$ cat src/rtl/display_timing_gen.sv
// ---------------------------------------------------------------------------
// display_timing_gen
//
// Raster timing for the pixel painters (road, track, lines, car sprites).
// A clock divider produces a pixel-rate strobe from clk. The strobe advances
// raw column/row counters through the full 640x480@60 VGA frame. The block
// also derives the video-active and sync flags, and an optional clk-cycle
// delay line on those flags lines them up with registered pixel colour.
//
// Ports
//   clk         in   system clock (100 MHz)
//   reset       in   synchronous, active-high
//   pix_en      out  one-clk strobe, once per CLK_DIV clocks
//   pix_col     out  current column, 0..H_TOTAL-1 (raw, not clamped)
//   pix_row     out  current row,    0..V_TOTAL-1 (raw, not clamped)
//   video_on    out  visible-pixel flag, delayed PIPE_DLY clk
//   horiz_sync  out  horizontal sync, delayed PIPE_DLY clk
//   vert_sync   out  vertical sync, delayed PIPE_DLY clk
//   frame_tick  out  one-clk pulse when the counters wrap to (0,0)
// ---------------------------------------------------------------------------
module display_timing_gen #(
    parameter int CLK_DIV  = 4,
    parameter int H_ACTIVE = 640,
    parameter int H_FP     = 16,
    parameter int H_SYNC   = 96,
    parameter int H_BP     = 48,
    parameter int V_ACTIVE = 480,
    parameter int V_FP     = 10,
    parameter int V_SYNC   = 2,
    parameter int V_BP     = 33,
    parameter int SYNC_POL = 0,
    parameter int PIPE_DLY = 1
) (
    input  logic       clk,
    input  logic       reset,
    output logic       pix_en,
    output logic [9:0] pix_col,
    output logic [9:0] pix_row,
    output logic       video_on,
    output logic       horiz_sync,
    output logic       vert_sync,
    output logic       frame_tick
);

    localparam logic [3:0] DIV_LAST = 4'(CLK_DIV - 1);
    localparam logic [9:0] H_ACT    = 10'(H_ACTIVE);
    localparam logic [9:0] V_ACT    = 10'(V_ACTIVE);
    localparam logic [9:0] H_LAST   = 10'(H_ACTIVE + H_FP + H_SYNC + H_BP - 1);
    localparam logic [9:0] V_LAST   = 10'(V_ACTIVE + V_FP + V_SYNC + V_BP - 1);
    localparam logic [9:0] HS_FIRST = 10'(H_ACTIVE + H_FP);
    localparam logic [9:0] HS_END   = 10'(H_ACTIVE + H_FP + H_SYNC - 1);
    localparam logic [9:0] VS_FIRST = 10'(V_ACTIVE + V_FP);
    localparam logic [9:0] VS_END   = 10'(V_ACTIVE + V_FP + V_SYNC - 1);
    localparam logic       SYNC_ON  = (SYNC_POL != 0);
    localparam logic       SYNC_OFF = ~SYNC_ON;

    logic [3:0] div_q, div_d;
    logic       pix_en_q, pix_en_d;
    logic [9:0] col_q, col_d;
    logic [9:0] row_q, row_d;
    logic       frame_tick_q, frame_tick_d;
    logic       vid_q, vid_d;
    logic       hs_q, hs_d;
    logic       vs_q, vs_d;
    logic       col_wrap, row_wrap;

    always_comb begin
        div_d = (div_q == DIV_LAST) ? 4'd0 : div_q + 4'd1;
        // Strobe is registered off the next divider value so that it is high
        // exactly while div_q == CLK_DIV-1 (and permanently with CLK_DIV = 1).
        pix_en_d = (div_d == DIV_LAST);

        col_wrap     = (col_q == H_LAST);
        row_wrap     = (row_q == V_LAST);
        col_d        = col_q;
        row_d        = row_q;
        frame_tick_d = 1'b0;
        if (pix_en_q) begin
            col_d = col_wrap ? 10'd0 : col_q + 10'd1;
            if (col_wrap) begin
                row_d        = row_wrap ? 10'd0 : row_q + 10'd1;
                frame_tick_d = row_wrap;
            end
        end

        // Flags come from the next counter values so they register in step
        // with the counters themselves.
        vid_d = (col_d < H_ACT) && (row_d < V_ACT);
        hs_d  = ((col_d >= HS_FIRST) && (col_d <= HS_END)) ? SYNC_ON : SYNC_OFF;
        vs_d  = ((row_d >= VS_FIRST) && (row_d <= VS_END)) ? SYNC_ON : SYNC_OFF;
    end

    always_ff @(posedge clk) begin
        if (reset) begin
            div_q        <= 4'd0;
            pix_en_q     <= 1'b0;
            col_q        <= 10'd0;
            row_q        <= 10'd0;
            frame_tick_q <= 1'b0;
            vid_q        <= 1'b0;
            hs_q         <= SYNC_OFF;
            vs_q         <= SYNC_OFF;
        end else begin
            div_q        <= div_d;
            pix_en_q     <= pix_en_d;
            col_q        <= col_d;
            row_q        <= row_d;
            frame_tick_q <= frame_tick_d;
            vid_q        <= vid_d;
            hs_q         <= hs_d;
            vs_q         <= vs_d;
        end
    end

    // Delay line runs every clk; it aligns with downstream colour registers,
    // not with the pixel strobe.
    if (PIPE_DLY == 0) begin : g_no_dly
        assign video_on   = vid_q;
        assign horiz_sync = hs_q;
        assign vert_sync  = vs_q;
    end else begin : g_dly
        logic [PIPE_DLY-1:0] vid_pipe_q;
        logic [PIPE_DLY-1:0] hs_pipe_q;
        logic [PIPE_DLY-1:0] vs_pipe_q;

        always_ff @(posedge clk) begin
            if (reset) begin
                vid_pipe_q <= '0;
                hs_pipe_q  <= {PIPE_DLY{SYNC_OFF}};
                vs_pipe_q  <= {PIPE_DLY{SYNC_OFF}};
            end else begin
                vid_pipe_q[0] <= vid_q;
                hs_pipe_q[0]  <= hs_q;
                vs_pipe_q[0]  <= vs_q;
                for (int i = 1; i < PIPE_DLY; i++) begin
                    vid_pipe_q[i] <= vid_pipe_q[i-1];
                    hs_pipe_q[i]  <= hs_pipe_q[i-1];
                    vs_pipe_q[i]  <= vs_pipe_q[i-1];
                end
            end
        end

        assign video_on   = vid_pipe_q[PIPE_DLY-1];
        assign horiz_sync = hs_pipe_q[PIPE_DLY-1];
        assign vert_sync  = vs_pipe_q[PIPE_DLY-1];
    end

    assign pix_en     = pix_en_q;
    assign pix_col    = col_q;
    assign pix_row    = row_q;
    assign frame_tick = frame_tick_q;

endmodule

$ cat config.mk
export PLATFORM = sky130hd
export DESIGN_NAME = display_timing_gen
export DESIGN_NICKNAME = d
export VERILOG_FILES = /design/src/rtl/display_timing_gen.sv
export SDC_FILE = /design/constraint.sdc
export NUM_CORES = 1
export LEC_CHECK = 0
export CAP_MARGIN = 30
export CORE_AREA = 3 3 54 80
export DETAILED_ROUTE_END_ITERATION = 12
export DIE_AREA = 0 0 57 83
export PLACE_DENSITY_LB_ADDON = 0.25
export RECOVER_POWER = 50
export SYNTH_ARGS = -nofsm -noshare
export SYNTH_HDL_FRONTEND = slang
export SYNTH_SLANG_ARGS = --single-unit
$ cat constraint.sdc
create_clock -name clk -period 3.4 [get_ports clk]
set_clock_uncertainty 0.05 [all_clocks]
set_input_delay 0.68 -clock clk [delete_from_list [all_inputs] [get_ports clk]]
set_output_delay 0.68 -clock clk [all_outputs]
set_load 0.02 [all_outputs]
* Word-level counts from Yosys, hierarchy flattened *
Index checks and enable logic that the tools add are counted.
W data, S select, Z words.

word-level totals
  memory bits (read-only) = 0
  bits in registers = 32
  bits in writable memories = 0
  bits in latches = 0
  memories kept = 0
  word-level logic and storage cells = 38

operators by class
  div/mod/pow operators = 0
  magnitude comparators = 6
  multiplexer cells = 8
  add/sub/neg operators = 3
  reduce and logical (&&, ||, !) cells = 4
  bitwise logic cells = 2
  $mul = 0
  equality and inequality tests = 4
  shift-type cells = 0

operators by type and width
  operator                 count
  $mux W10                 5
  $add A10 B1 Y10 const B  2
  $eq A10 B10 Y1 const B   2
  $ge A10 B10 Y1 const B   1
  $ge A10 B9 Y1 const B    1
  $le A10 B10 Y1 const B   1
  $le A10 B9 Y1 const B    1
  $lt A10 B10 Y1 const B   1
  $lt A10 B9 Y1 const B    1
  $eq A4 B2 Y1 const B     2
  $add A4 B1 Y4 const B    1
  $mux W4                  1
  $logic_and A1 B1 Y1      3
  $reduce_or A3 Y1         1
  $mux W1                  2
  $not A1 Y1               2

* Logic depth before layout (Yosys ltp) *
  depth after elaboration = 7
  gate-level depth with buffers = 9
  depth with buffers taken out = 8

* Worst setup path after synthesis *
OpenSTA, ideal clock, no wires.

  path type = reg2reg
  start = reg col_q[0] (netlist: pix_col[0])
  end = reg vid_q
  required time = 3.247 ns
  cell stages (with the launch flop) = 9
  setup time = 0.103 ns
  data arrival time = 2.085 ns
  buffers on the path = 1
  period minus slack after synthesis = 2.238 ns
  slack = 1.162 ns
  path through = dfxtp_1 ha_1 and4_1 buf_2 a31o_2 nand3_1 a211oi_1 or3_1 a2111oi_2

on the way
  longest elaborated chain between the ends = 5

RTL lines
  element                                                   line    source
  start, declared                                           59      logic [9:0] col_q, col_d;
  start signal, assigned                                    106     col_q <= col_d;
  $add A10 B1 Y10 / $eq A10 B10 Y1 (equally long branches)  79, 73
  $mux W10 (on tied branches)                               79, 80
  $mux W10                                                  78      if (pix_en_q) begin
  $lt A10 B10 Y1 / $lt A10 B9 Y1 (equally long branches)    88      vid_d = (col_d < H_ACT) && (row_d < V_ACT);
  $logic_and A1 B1 Y1 *                                     88
  end signal, assigned                                      109     vid_q <= vid_d;
  end, declared                                             62      logic vid_q, vid_d;

Mark *: on every way between the ends. The rest lies on a longest branch, timed or not.
A chain may end at the register's enable or synchronous reset.

* Final worst setup path *
Ends and elaborated chain as after synthesis.

==> flow_summary.json <==
{
  "maxCapViolCount": 0,
  "port_buffers": 26,
  "r2r_slack_ns": 0.80,
  "reg2reg_depth": 8,
  "yosysWarnings": 0,
  "max_clock_freq_ghz": 0.385,
  "gr-total-overflow": 0,
  "reg2reg_from": "pix_col[0]",
  "drtPass1Iterations": 4,
  "final_common_cell": "dfxtp_1",
  "status": "complete, no violations",
  "finalSetupTns_ns": 0,
  "root_buffer": "clkbuf_8",
  "wl_um": 3380,
  "initial_utilization": 0.438,
  "worstSkewPairLatency_ns": 0.29,
  "worst_slew_pin_slew_ns": 1.10,
  "hold_viol_final": 0,
  "r2r_end": "vid_q",
  "grt_max_degree": 25,
  "power_density_mw_per_mm2": 359,
  "ys_seq_area_frac": 0.393,
  "vdd_ir_drop_max_uv": 261,
  "power_leakage_uw": 0.000682,
  "fin_cells": 261,
  "arrival_ns": 2.67,
  "maxSlewHeadroom": 0.268,
  "syn_area_sq_mm": 0.00163,
  "cts_tree": "built",
  "rsz0062_at_grt": "no",
  "core_area_sq_mm": 0.00372,
  "start_kind": "flop",
  "fp.dieW_um": 57,
  "synthArstFlopShare": 0,
  "ctsResizeCount": 0,
  "drt-wirelength-per-cell_um": 12.9,
  "setup_viol": 0,
  "clk_path_buf_depth": 2,
  "clkTransAtPathRegs_ns": 0.06,
  "place_inst": 253,
  "fin_hold_ws_ns": 0.363,
  "worstSetupEndpointType": "flop",
  "fin_ws_ns": 0.800,
  "dpl.hpwl_um": 2460,
  "num_rows": 27,
  "syn-instance-count": 193,
  "regArea_sq_um": 641,
  "vias": 1421,
  "synth-edff-count": 0,
  "nNetsFinal": 224,
  "grt_pass1_wl_um": 5830,
  "multiInputGateArea_sq_um": 910,
  "layout_worst_path_cycle_share": 0.765,
  "drive_above_1_share": 0.0734,
  "synth_nets": 200,
  "antennaDiodeCount": 0,
  "crit_fanout": 12,
  "antenna_found_initial": 0,
  "track_usage": 0.154,
  "startpoint": "pix_col[0]",
  "fin_crit_ns": 2.60,
  "grt_pass1_vias": 1287,
  "viasPerCell": 5.44,
  "die_area_sq_mm": 0.00473,
  "ant_nets": 0,
  "dp_slack_ns": 0.838,
  "final_cell_mix": "dfxtp_1, nor2_1, nand2_1",
  "synth.avg_cell_area_sq_um": 8.44,
  "fillers": 371,
  "area_growth_pct": 22.0,
  "power_uw": 714,
  "drtIter0Drc": 38,
  "die_y_um": 83,
  "cts.htree.levels": 2,
  "endpoint": "vid_q",
  "cts_hold_buf": 0,
  "ys_types": 42,
  "crit_type": "reg2reg",
  "hp-class": "reg2reg",
  "numCtsBuffers": 5,
  "ys_ff_latch": 32,
  "gp_congestion": 0.770,
  "drv_slew": 0,
  "numClockSinks": 32,
  "cts_setup_buffers": 0,
  "drc": 0,
  "io_pins": 27,
  "synth_ff_type": "dfxtp_1",
  "required_ns": 3.47
}
-- where the power goes --
group | internal, uW | switching, uW
Sequential | 381 | 6.12
Clock | 165 | 136
Combinational | 11.2 | 14.4
Total | 557 | 156
-- synthesized netlist by cell type (2+ instances only) --
| master | count | area share |
|---|---|---|
| a211oi_1 | 2 | 0.0092 |
| a21o_1 | 2 | 0.0092 |
| a21oi_1 | 7 | 0.022 |
| a31oi_1 | 2 | 0.0077 |
| and3_1 | 3 | 0.012 |
| and4_1 | 3 | 0.016 |
| buf_2 | 3 | 0.0092 |
| clkbuf_1 | 6 | 0.014 |
| dfxtp_1 | 32 | 0.39 |
| ha_1 | 5 | 0.038 |
| inv_1 | 6 | 0.014 |
| mux2i_1 | 3 | 0.018 |
| nand2_1 | 17 | 0.039 |
| nand2b_1 | 4 | 0.015 |
| nand3_1 | 9 | 0.028 |
| nand4_1 | 7 | 0.027 |
| nor2_1 | 25 | 0.058 |
| nor3_1 | 9 | 0.028 |
| nor3b_1 | 2 | 0.0092 |
| nor4_1 | 4 | 0.015 |
| o21ai_0 | 2 | 0.0061 |
| o22ai_1 | 2 | 0.0077 |
| or2_2 | 3 | 0.012 |
| or3_1 | 4 | 0.015 |
| xnor2_1 | 9 | 0.048 |
| xor2_1 | 6 | 0.032 |
-- per-stage QoR --
step                utilization  instance area (sq um)
floorplan                     -                   1630
global placement          0.512                   1900
detailed placement        0.512                   1900
CTS                       0.536                   1990
global route              0.535                   1990
finish                    0.535                   1990
-- critical path, stage by stage, from the launching register on --
cell and delay (ns):
dfxtp_1 0.38, ha_1 0.20, and4_1 0.41, nand4_1 0.15, buf_4 0.20, or3_4 0.40
or3b_1 0.37, a21oi_2 0.19, a2111oi_2 0.08
-- routing by layer --
layer / global-route usage / wire [um]
met1: 0.175 / 1370
met2: 0.263 / 1770
met3: 0.0404 / 163
met4: 0.0696 / 70
met5: 0 / 0
-- flip-flops by register name, indices dropped and copies added (netlist names) --
signal and count:
pix_en 1, vid_q 1, horiz_sync 1, video_on 1
hs_q 1, pix_row 10, vert_sync 1, frame_tick 1
pix_col 10, vs_q 1, div_q 4
-- logic make-up (layout without fill, tap and decap cells) --
kind of cell    Yosys count  count (layout)  share of synthesized area
buf+inv                  17              42                     0.0484
mux                       3               3                     0.0184
fa+ha+maj                 5               5                     0.0384
xor+xnor                 15              15                     0.0806
simple gates             97              97                      0.319
compound gates           24              24                      0.102
flops                    32              32                      0.393
-- worst min path at each step --
stage	start	endpoint	slack, ns	depth (start not counted)
floorplan	hs_q	horiz_sync	0.34	1
global placement	vs_q	vert_sync	0.34	1
detailed placement	vs_q	vert_sync	0.35	1
CTS	vs_q	vert_sync	0.36	1
global route	vs_q	vert_sync	0.39	1
finish	vs_q	vert_sync	0.36	1
-- cell type report --
| cell class | count | area share |
|---|---|---|
| Multi-Input combinational cell | 144 | 0.458 |
| Sequential cell | 32 | 0.322 |
| Timing Repair Buffer | 28 | 0.137 |
| Clock buffer | 8 | 0.0453 |
| Tap cell | 43 | 0.0271 |
| Inverter | 6 | 0.0113 |
Power figures use the tool's default switching activity.
==> edit: new RTL, config.mk and constraints unchanged <==
Put a register stage on the output `horiz_sync`, without a reset. The value now appears one clock later. The other outputs are not delayed to match.
--- a/src/rtl/display_timing_gen.sv
+++ b/src/rtl/display_timing_gen.sv
@@ -53,6 +53,8 @@
     localparam logic [9:0] VS_END   = 10'(V_ACTIVE + V_FP + V_SYNC - 1);
     localparam logic       SYNC_ON  = (SYNC_POL != 0);
     localparam logic       SYNC_OFF = ~SYNC_ON;
+
+    logic horiz_sync_d;
 
     logic [3:0] div_q, div_d;
     logic       pix_en_q, pix_en_d;
@@ -116,7 +118,7 @@
     // not with the pixel strobe.
     if (PIPE_DLY == 0) begin : g_no_dly
         assign video_on   = vid_q;
-        assign horiz_sync = hs_q;
+        assign horiz_sync_d = hs_q;
         assign vert_sync  = vs_q;
     end else begin : g_dly
         logic [PIPE_DLY-1:0] vid_pipe_q;
@@ -141,7 +143,7 @@
         end
 
         assign video_on   = vid_pipe_q[PIPE_DLY-1];
-        assign horiz_sync = hs_pipe_q[PIPE_DLY-1];
+        assign horiz_sync_d = hs_pipe_q[PIPE_DLY-1];
         assign vert_sync  = vs_pipe_q[PIPE_DLY-1];
     end
 
@@ -150,5 +152,9 @@
     assign pix_row    = row_q;
     assign frame_tick = frame_tick_q;
 
+    always_ff @(posedge clk) begin
+        horiz_sync <= horiz_sync_d;
+    end
+
 endmodule
 
Formal check against the unedited RTL: not equivalent (a bounded check fails within 4 cycles, from zero or initial values and one cycle with reset high).
==> edit against the unedited design <==
Global-route usage rose by 0.34 points. Cell area is 0.63% higher. Count of clock-buffer cells in the layout fell by 2. Clock power shrank 6.6%. Sequential cell count increased by 1. Wire length grew 0.15%. Sequential share of layout area grew 0.80 points. Power down 1.1%. Core utilization is 0.34 points higher. Largest cell class unchanged. Area after synthesis grew 1.2%. Worst setup slack gained 0.0057 ns.
==> edit: results <==
export IMPL_worstReg2RegEnd="vid_q"
export IMPL_drive_gt1_share_pct=7.763
export IMPL_clkLatencyLatePin_ns=0.28
export IMPL_io_buffers=26
export IMPL_clock_path_buffers=2
export IMPL_met3WireLength_um=143
export IMPL_cp_arrival_ns=2.66
export IMPL_cp_max_fo=12
export IMPL_r2r_setup_slack_ns=0.81
export IMPL_synthTopCellsByArea="dfxtp_1 40%, nor2_1 5.7%, xnor2_1 4.8%"
export IMPL_worst_slew_pin_slew_ns=1.095
export IMPL_gp_congestion=0.7989
export IMPL_wl_met1_mm=1.388
export IMPL_ys_types=42
export IMPL_whs_path_depth=0
export IMPL_hpwl_mm=2.459
export IMPL_yosysSeqAreaShare_pct=40.06
export IMPL_holdWs_ns=0.2795
export IMPL_cts_root_buf="clkbuf_8"
export IMPL_first_iter_violations=18
export IMPL_first_pass_iters=4
export IMPL_hold_path_class="flop to flop"
export IMPL_outcome="completed"
export IMPL_n_fill_cell=360
export IMPL_antenna_cells=0
export IMPL_dp_slack_ns=0.8539
export IMPL_leakagePower_nw=0.6899
export IMPL_synth_nets=201
export IMPL_grt_pass1_vias=1323
export IMPL_hold_end="horiz_sync"
export IMPL_wl_met2_mm=1.754
export IMPL_ff2ff_path_depth=8
export IMPL_fmax_mhz=385.4
export IMPL_nets=225
export IMPL_wl_mm=3.382
export IMPL_ir_drop_v=0.0003159
export IMPL_min_from="g_dly.hs_pipe_q"
export IMPL_vias=1427
export IMPL_synth_common_cells="33 x dfxtp_1, 25 x nor2_1, 17 x nand2_1"
export IMPL_grt_pass1_wl_mm=5.982
export IMPL_synthFlopType="dfxtp_1"
export IMPL_r2r_start="pix_col[0]"
export IMPL_track_usage_pct=15.78
==> edit: layout make-up <==
| type | instances | area (um2) | share of cell area (%) |
|---|---|---|---|
| Clock inverter | 2 | 10.01 | 0.5003 |
| Tap cell | 43 | 53.80 | 2.689 |
| Sequential cell | 33 | 660.6 | 33.02 |
| Inverter | 6 | 22.52 | 1.126 |
| Timing Repair Buffer | 28 | 271.5 | 13.57 |
| Multi-Input combinational cell | 144 | 909.6 | 45.47 |
| Clock buffer | 6 | 72.57 | 3.627 |
==> edit: cells by family (layout without fill, tap and decap cells) <==
kind of cell / after synthesis / count (layout) / share of synthesized area (%)
buffers and inverters: 17 / 42 / 4.780
DFF: 33 / 33 / 40.06
muxes: 3 / 3 / 1.821
adders and majority gates: 5 / 5 / 3.794
AOI/OAI and AO/OA: 24 / 24 / 10.09
xor gates and xnor gates: 15 / 15 / 7.967
and+or+nand+nor: 97 / 97 / 31.49
==> edit: worst max path at each step <==
| stage | start | to | depth (start not counted) |
|---|---|---|---|
| 2_1_floorplan | pix_col[0] | vid_q | 8 |
| 4_1_cts | pix_col[0] | vid_q | 8 |
| 5_1_grt | pix_col[0] | vid_q | 8 |
| 3_5_place_dp | pix_col[0] | vid_q | 8 |
| 6_report | pix_col[0] | vid_q | 8 |
| 3_3_place_gp | pix_col[0] | vid_q | 8 |
==> edit: per-stage QoR <==
stage | cell area, um2 | std cells
final | 2001 | 262
after global routing | 2001 | 262
after CTS | 2004 | 262
after detailed placement | 1922 | 254
after global placement | 1922 | 254
after floorplan | 1649 | 194
==> edit: routing by layer <==
metal	GRT usage, %	vias to the layer above
met4	7.806	0
met2	26.53	34
met5	0	-
met1	17.82	654
li1	-	729
met3	4.355	10
==> edit: critical path, stage by stage (launching register included) <==
cell and delay (ns):
dfxtp_1 0.38, ha_1 0.19, and4_1 0.42, nand4_1 0.13, buf_4 0.20, or3_4 0.40, or3b_1 0.38, a21oi_2 0.19
a2111oi_2 0.08
==> edit: power breakdown <==
part,switching (mW),leakage (nW),total [mW],internal (mW)
Sequential,0.00595,0.267,0.399,0.393
Combinational,0.0144,0.378,0.0256,0.0112
Clock,0.140,0.0450,0.281,0.142
